$ cat config.mk
export PLATFORM = sky130hd
export DESIGN_NAME = mc_maindec
export DESIGN_NICKNAME = d
export VERILOG_FILES = /design/src/rtl/mc_maindec_pkg.sv /design/src/rtl/mc_maindec_outdec.sv /design/src/rtl/mc_maindec.sv
export SDC_FILE = /design/constraint.sdc
export NUM_CORES = 1
export LEC_CHECK = 0
export ABC_AREA = 1
export BUFFER_PORTS_ARGS = -buffer_cell sky130_fd_sc_hd__buf_2
export CAP_MARGIN = 15
export CORE_AREA = 8 8 45 47
export DETAILED_ROUTE_END_ITERATION = 16
export DIE_AREA = 0 0 53 55
export GPL_TIMING_DRIVEN = 0
export PLACE_DENSITY = 0.74
export SYNTH_ARGS = -nofsm -noshare
export SYNTH_HDL_FRONTEND = slang
export SYNTH_SLANG_ARGS = --single-unit
export TNS_END_PERCENT = 5
$ cat constraint.sdc
create_clock -name clk -period 3.08 [get_ports clk]
set_input_delay 0.308 -clock clk [delete_from_list [all_inputs] [get_ports clk]]
set_output_delay 0.308 -clock clk [all_outputs]
set_load 0.1 [all_outputs]
$ cat src/rtl/mc_maindec_pkg.sv
// mc_maindec_pkg
//   Shared definitions for the multicycle main controller: state encodings,
//   opcode constants, ALU-operation and mux-select codes, and the packed
//   control word passed from the state decoder to the top.
package mc_maindec_pkg;

  // State encodings (12 used out of a 4-bit register).
  localparam logic [3:0] S_FETCH   = 4'd0;
  localparam logic [3:0] S_DECODE  = 4'd1;
  localparam logic [3:0] S_MEMADR  = 4'd2;
  localparam logic [3:0] S_MEMRD   = 4'd3;
  localparam logic [3:0] S_MEMWB   = 4'd4;
  localparam logic [3:0] S_MEMWR   = 4'd5;
  localparam logic [3:0] S_RTYPEEX = 4'd6;
  localparam logic [3:0] S_RTYPEWB = 4'd7;
  localparam logic [3:0] S_BEQEX   = 4'd8;
  localparam logic [3:0] S_ADDIEX  = 4'd9;
  localparam logic [3:0] S_ADDIWB  = 4'd10;
  localparam logic [3:0] S_JEX     = 4'd11;

  // Opcodes.
  localparam logic [5:0] OP_LW    = 6'b100011;
  localparam logic [5:0] OP_SW    = 6'b101011;
  localparam logic [5:0] OP_RTYPE = 6'b000000;
  localparam logic [5:0] OP_BEQ   = 6'b000100;
  localparam logic [5:0] OP_ADDI  = 6'b001000;
  localparam logic [5:0] OP_J     = 6'b000010;

  // aluop codes seen by the ALU-control decoder.
  localparam logic [1:0] ALUOP_ADD   = 2'b00;
  localparam logic [1:0] ALUOP_SUB   = 2'b01;
  localparam logic [1:0] ALUOP_FUNCT = 2'b10;

  // ALU B-operand select.
  localparam logic [1:0] SRCB_B     = 2'b00;
  localparam logic [1:0] SRCB_FOUR  = 2'b01;
  localparam logic [1:0] SRCB_IMM   = 2'b10;
  localparam logic [1:0] SRCB_IMMSH = 2'b11;

  // Next-PC select.
  localparam logic [1:0] PCSRC_ALU    = 2'b00;
  localparam logic [1:0] PCSRC_ALUOUT = 2'b01;
  localparam logic [1:0] PCSRC_JUMP   = 2'b10;

  // Control word decoded purely from state. fetch_wr marks the FETCH
  // state, whose irwrite/pcwrite are only honoured once memrdy arrives;
  // decode marks the state in which an unknown opcode is flagged.
  typedef struct packed {
    logic       iord;
    logic       memwrite;
    logic       fetch_wr;
    logic       regdst;
    logic       memtoreg;
    logic       regwrite;
    logic       alusrca;
    logic [1:0] alusrcb;
    logic [1:0] aluop;
    logic [1:0] pcsrc;
    logic       pcwrite;
    logic       branch;
    logic       decode;
  } ctrl_t;

  function automatic logic op_known(input logic [5:0] op);
    return (op == OP_LW) || (op == OP_SW) || (op == OP_RTYPE) ||
           (op == OP_BEQ) || (op == OP_ADDI) || (op == OP_J);
  endfunction

endpackage

$ cat src/rtl/mc_maindec_outdec.sv
// mc_outdec
//   Pure combinational state -> control-word decode for the multicycle
//   main controller. No input qualification happens here; memrdy/zero
//   gating is applied by the top.
//   Ports:
//     state  in  STATE_W  current (or reset-overridden) controller state
//     cw     out ctrl_t   control word for that state
module mc_outdec
  import mc_maindec_pkg::*;
#(
  parameter int STATE_W = 4
) (
  input  logic [STATE_W-1:0] state,
  output ctrl_t              cw
);

  always_comb begin
    cw = '0;
    case (state)
      S_FETCH: begin
        cw.alusrcb  = SRCB_FOUR;
        cw.aluop    = ALUOP_ADD;
        cw.fetch_wr = 1'b1;
      end
      S_DECODE: begin
        cw.alusrcb = SRCB_IMMSH;
        cw.aluop   = ALUOP_ADD;
        cw.decode  = 1'b1;
      end
      S_MEMADR: begin
        cw.alusrca = 1'b1;
        cw.alusrcb = SRCB_IMM;
        cw.aluop   = ALUOP_ADD;
      end
      S_MEMRD: begin
        cw.iord = 1'b1;
      end
      S_MEMWB: begin
        cw.memtoreg = 1'b1;
        cw.regwrite = 1'b1;
      end
      S_MEMWR: begin
        cw.iord     = 1'b1;
        cw.memwrite = 1'b1;
      end
      S_RTYPEEX: begin
        cw.alusrca = 1'b1;
        cw.alusrcb = SRCB_B;
        cw.aluop   = ALUOP_FUNCT;
      end
      S_RTYPEWB: begin
        cw.regdst   = 1'b1;
        cw.regwrite = 1'b1;
      end
      S_BEQEX: begin
        cw.alusrca = 1'b1;
        cw.alusrcb = SRCB_B;
        cw.aluop   = ALUOP_SUB;
        cw.pcsrc   = PCSRC_ALUOUT;
        cw.branch  = 1'b1;
      end
      S_ADDIEX: begin
        cw.alusrca = 1'b1;
        cw.alusrcb = SRCB_IMM;
        cw.aluop   = ALUOP_ADD;
      end
      S_ADDIWB: begin
        cw.regwrite = 1'b1;
      end
      S_JEX: begin
        cw.pcsrc   = PCSRC_JUMP;
        cw.pcwrite = 1'b1;
      end
      default: cw = '0;  // unused encodings: everything off
    endcase
  end

endmodule

$ cat src/rtl/mc_maindec.sv
// mc_maindec
//   Multicycle main controller. Steps each instruction through
//   FETCH/DECODE/EXECUTE/MEM/WB states, stalling on memrdy in the memory
//   access states, and drives datapath enables plus aluop.
//   Ports:
//     clk, reset          clock and synchronous active-high reset
//     op[5:0]             opcode from the instruction register
//     zero                ALU zero flag (used in BEQEX only)
//     memrdy              memory access completed this cycle
//     iord, memwrite, irwrite, regdst, memtoreg, regwrite, alusrca
//     alusrcb[1:0], aluop[1:0], pcsrc[1:0], pcen, illegal_op
module mc_maindec
  import mc_maindec_pkg::*;
#(
  parameter int STATE_W = 4
) (
  input  logic       clk,
  input  logic       reset,
  input  logic [5:0] op,
  input  logic       zero,
  input  logic       memrdy,
  output logic       iord,
  output logic       memwrite,
  output logic       irwrite,
  output logic       regdst,
  output logic       memtoreg,
  output logic       regwrite,
  output logic       alusrca,
  output logic [1:0] alusrcb,
  output logic [1:0] aluop,
  output logic [1:0] pcsrc,
  output logic       pcen,
  output logic       illegal_op
);

  logic [STATE_W-1:0] state_reg;
  logic [STATE_W-1:0] state_next;
  logic [STATE_W-1:0] state_dec;
  logic               run;
  ctrl_t              cw;

  always_ff @(posedge clk) begin
    if (reset) state_reg <= S_FETCH;
    else       state_reg <= state_next;
  end

  always_comb begin
    state_next = S_FETCH;
    case (state_reg)
      S_FETCH:   state_next = memrdy ? S_DECODE : S_FETCH;
      S_DECODE: begin
        case (op)
          OP_LW, OP_SW: state_next = S_MEMADR;
          OP_RTYPE:     state_next = S_RTYPEEX;
          OP_BEQ:       state_next = S_BEQEX;
          OP_ADDI:      state_next = S_ADDIEX;
          OP_J:         state_next = S_JEX;
          default:      state_next = S_FETCH;
        endcase
      end
      // op is still held by the instruction register here
      S_MEMADR:  state_next = (op == OP_LW) ? S_MEMRD : S_MEMWR;
      S_MEMRD:   state_next = memrdy ? S_MEMWB : S_MEMRD;
      S_MEMWB:   state_next = S_FETCH;
      S_MEMWR:   state_next = memrdy ? S_FETCH : S_MEMWR;
      S_RTYPEEX: state_next = S_RTYPEWB;
      S_RTYPEWB: state_next = S_FETCH;
      S_BEQEX:   state_next = S_FETCH;
      S_ADDIEX:  state_next = S_ADDIWB;
      S_ADDIWB:  state_next = S_FETCH;
      S_JEX:     state_next = S_FETCH;
      default:   state_next = S_FETCH;
    endcase
  end

  // During reset the muxes must already show FETCH values even though the
  // register has not yet been cleared, so decode FETCH directly.
  assign state_dec = reset ? S_FETCH : state_reg;
  assign run       = ~reset;

  mc_outdec #(.STATE_W(STATE_W)) u_outdec (
    .state (state_dec),
    .cw    (cw)
  );

  assign iord       = cw.iord;
  assign regdst     = cw.regdst;
  assign memtoreg   = cw.memtoreg;
  assign alusrca    = cw.alusrca;
  assign alusrcb    = cw.alusrcb;
  assign aluop      = cw.aluop;
  assign pcsrc      = cw.pcsrc;
  assign memwrite   = run & cw.memwrite;
  assign regwrite   = run & cw.regwrite;
  assign irwrite    = run & cw.fetch_wr & memrdy;
  assign pcen       = run & ((cw.fetch_wr & memrdy) | cw.pcwrite | (cw.branch & zero));
  assign illegal_op = run & cw.decode & ~op_known(op);

endmodule

==> out/qor.yml <==
status:
  status: "completed"
synth:
  synth_top_family_by_area: "simple AND/OR/NAND/NOR gates"
  seq_area_frac_synth_pct: 16.1
  yosys_warnings: 0
  synthSimpleGateAreaFrac_pct: 66.3
  yosysUniqueCellTypes: 16
  syn_area_sq_um: 498
  synth-xor-area-share_pct: 0
  synth_adder_area_share_pct: 0
  syn-instance-count: 100
  synth_seq_cells: 4
  synth_compound_area_share_pct: 6.03
  synthesis.nets: 110
  avgSynthCellArea_sq_um: 4.98
  synthMuxAreaShare_pct: 0
timing:
  tightest_slew_ns: 0.489
  final_max_slew_viol_count: 0
  setup_slack_ns: 1.00
  period_minus_slack_ns: 2.08
  clock_skew_ns: 0.00250
  grt_setup_unrepaired: "no"
  setup_viol: 0
  hold_viol: 0
  whs_ns: 0.355
  slew_headroom_pct: 67.6
  fin_crit_sh_pct: 67.4
  fmax_mhz: 482
global_route:
  track_usage_pct: 11.0
  grt_pass1_wl_mm: 2.50
  grt_pass1_vias: 636
  grt_max_degree: 9
  grt-ovfl-total: 0
  antenna_found_initial: 0
clocking:
  post_cts_buffers: 0
  cts_hold_buffers: 0
  cts_resized: 0
  clock_path_buffers: 2
  h-tree-depth: 1
  clk_latency_ns: 0.23
  cts-root-buf: "clkbuf_4"
  clk_pin_slew_ns: 0.04
  cts_buffers: 3
  clock-sinks: 4
  tritoncts: "done"
drt:
  vias: 689
  ant_nets: 0
  drt_wl_total_mm: 1.48
  drc_errors: 0
  wire_per_inst_um: 10.4
  drtPass1Iterations: 4
  via_per_inst: 4.85
  drt_iter0_markers: 9
setup_path:
  required_ns: 2.77
  cp.arrival_ns: 1.77
  cp_max_fo: 7
  worstSetupPathType: "reg -> out"
  cp-end-kind: "output port"
  startpoint_type: "flip-flop"
worst_hold_path:
  hold_class: "in -> reg"
floorplan:
  die_area_sq_um: 2920
  die_x_um: 53
  start_util_pct: 36.0
  rows: 14
  core_sq_um: 1380
  io_pins: 25
  die_h_um: 55
pwr:
  power_frac_comb_pct: 33.0
  seq_power_share_pct: 31.7
  p_per_area_nw_per_um2: 268
  internal-power_mw: 0.110
  leakagePower_nw: 0.405
  netSwitchingPower_mw: 0.0660
  swShare_pct: 37.5
  p_clk_share_pct: 35.3
  vdd_drop_max_v: 0.000127
finish:
  largest_reg_flops: 4
  drive_above_1_share_pct: 27.8
  nets: 138
  nFillCells: 168
  final_cell_mix: "nor2_1, nand2_1, buf_2, nand3_1, inv_1"
  antennaDiodeCount: 0
  final_common_cell: "nor2_1"
  area_growth_pct: 32.2
placed_design:
  globalplace.congestion: 0.879
  port_buffers: 23
  pre_cts_slack_ns: 1.25
  dp_hpwl_mm: 1.26
job:
  max_cap_violations: 0
## stage by stage
stage	cells	instance area (sq um)	setup TNS, ns	util [%]	power, mW
CTS	142	658	0	47.6	0.178
global placement	139	636	0	45.9	0.114
floorplan	100	500	-0.0736	-	0.100
global route	142	658	0	47.6	0.187
detailed placement	139	636	0	45.9	0.115
finish	142	658	0	47.6	0.176
## metal layers
| metal | GRT usage (%) | vias up | part of all wire, % |
|---|---|---|---|
| met5 | 0 | - | 0 |
| met4 | 3.88 | 0 | 0.47 |
| met3 | 2.67 | 2 | 8.2 |
| met2 | 20.1 | 23 | 51 |
| met1 | 12.1 | 296 | 40 |
| li1 | - | 368 | - |
## area by class of cell
cell class	count	area, sq um	area share, %
plain buffers	1	5.00	0.760
inverters	14	52.6	7.98
flip-flops and latches	4	80.1	12.2
repair buffers	23	115	17.5
well taps	16	20.0	3.04
multi-input cells	81	363	55.1
clock buffers	3	22.5	3.42
## path summary, 6_finish.rpt
check	from	slack, ns	endpoint	depth (start not counted)
max	state_reg[0]	1.00	illegal_op	5
min reg2reg	state_reg[2]	0.68	state_reg[3]	3
max reg2reg	state_reg[0]	1.91	state_reg[2]	6
min	reset	0.36	state_reg[3]	2
## power by group through the flow
stage | clock (mW) | combinational [mW] | sequential [mW]
after global placement | 0 | 0.0573 | 0.0564
after global routing | 0.0683 | 0.0631 | 0.0559
final | 0.0622 | 0.0581 | 0.0558
after detailed placement | 0 | 0.0582 | 0.0565
after CTS | 0.0636 | 0.0585 | 0.0557
after floorplan | 0 | 0.0442 | 0.0559
## worst max-delay path, stage by stage, from the launching register on
cell     delay (ns)
dfxtp_1        0.48
nand2_2        0.14
nor2_4         0.17
nand2_1        0.11
nor3_2         0.18
buf_2          0.44
## cell families (layout without fill, tap and decap cells)
kind of cell,after synthesis,count (layout)
AND/OR/NAND/NOR,75,75
buffers and inverters,15,41
AO/OA/AOI/OAI,6,6
flip-flops,4,4
## Yosys cell counts
| cell | n | share of area [%] |
|---|---|---|
| inv_1 | 13 | 9.8 |
| inv_2 | 1 | 0.75 |
| nor2_1 | 28 | 21 |
| nand4_1 | 1 | 1.3 |
| nand2_2 | 1 | 1.3 |
| a21oi_1 | 3 | 3.0 |
| nand2_1 | 25 | 19 |
| nand3_1 | 14 | 14 |
| dfxtp_1 | 4 | 16 |
| nor3_2 | 2 | 4.0 |
| nor2_2 | 2 | 2.5 |
| nor3_1 | 1 | 1.0 |
| o21ai_0 | 1 | 1.0 |
| o21ai_1 | 2 | 2.0 |
| nor2_4 | 1 | 2.3 |
| buf_2 | 1 | 1.0 |
Note: power is estimated with default switching activity, not from simulation.
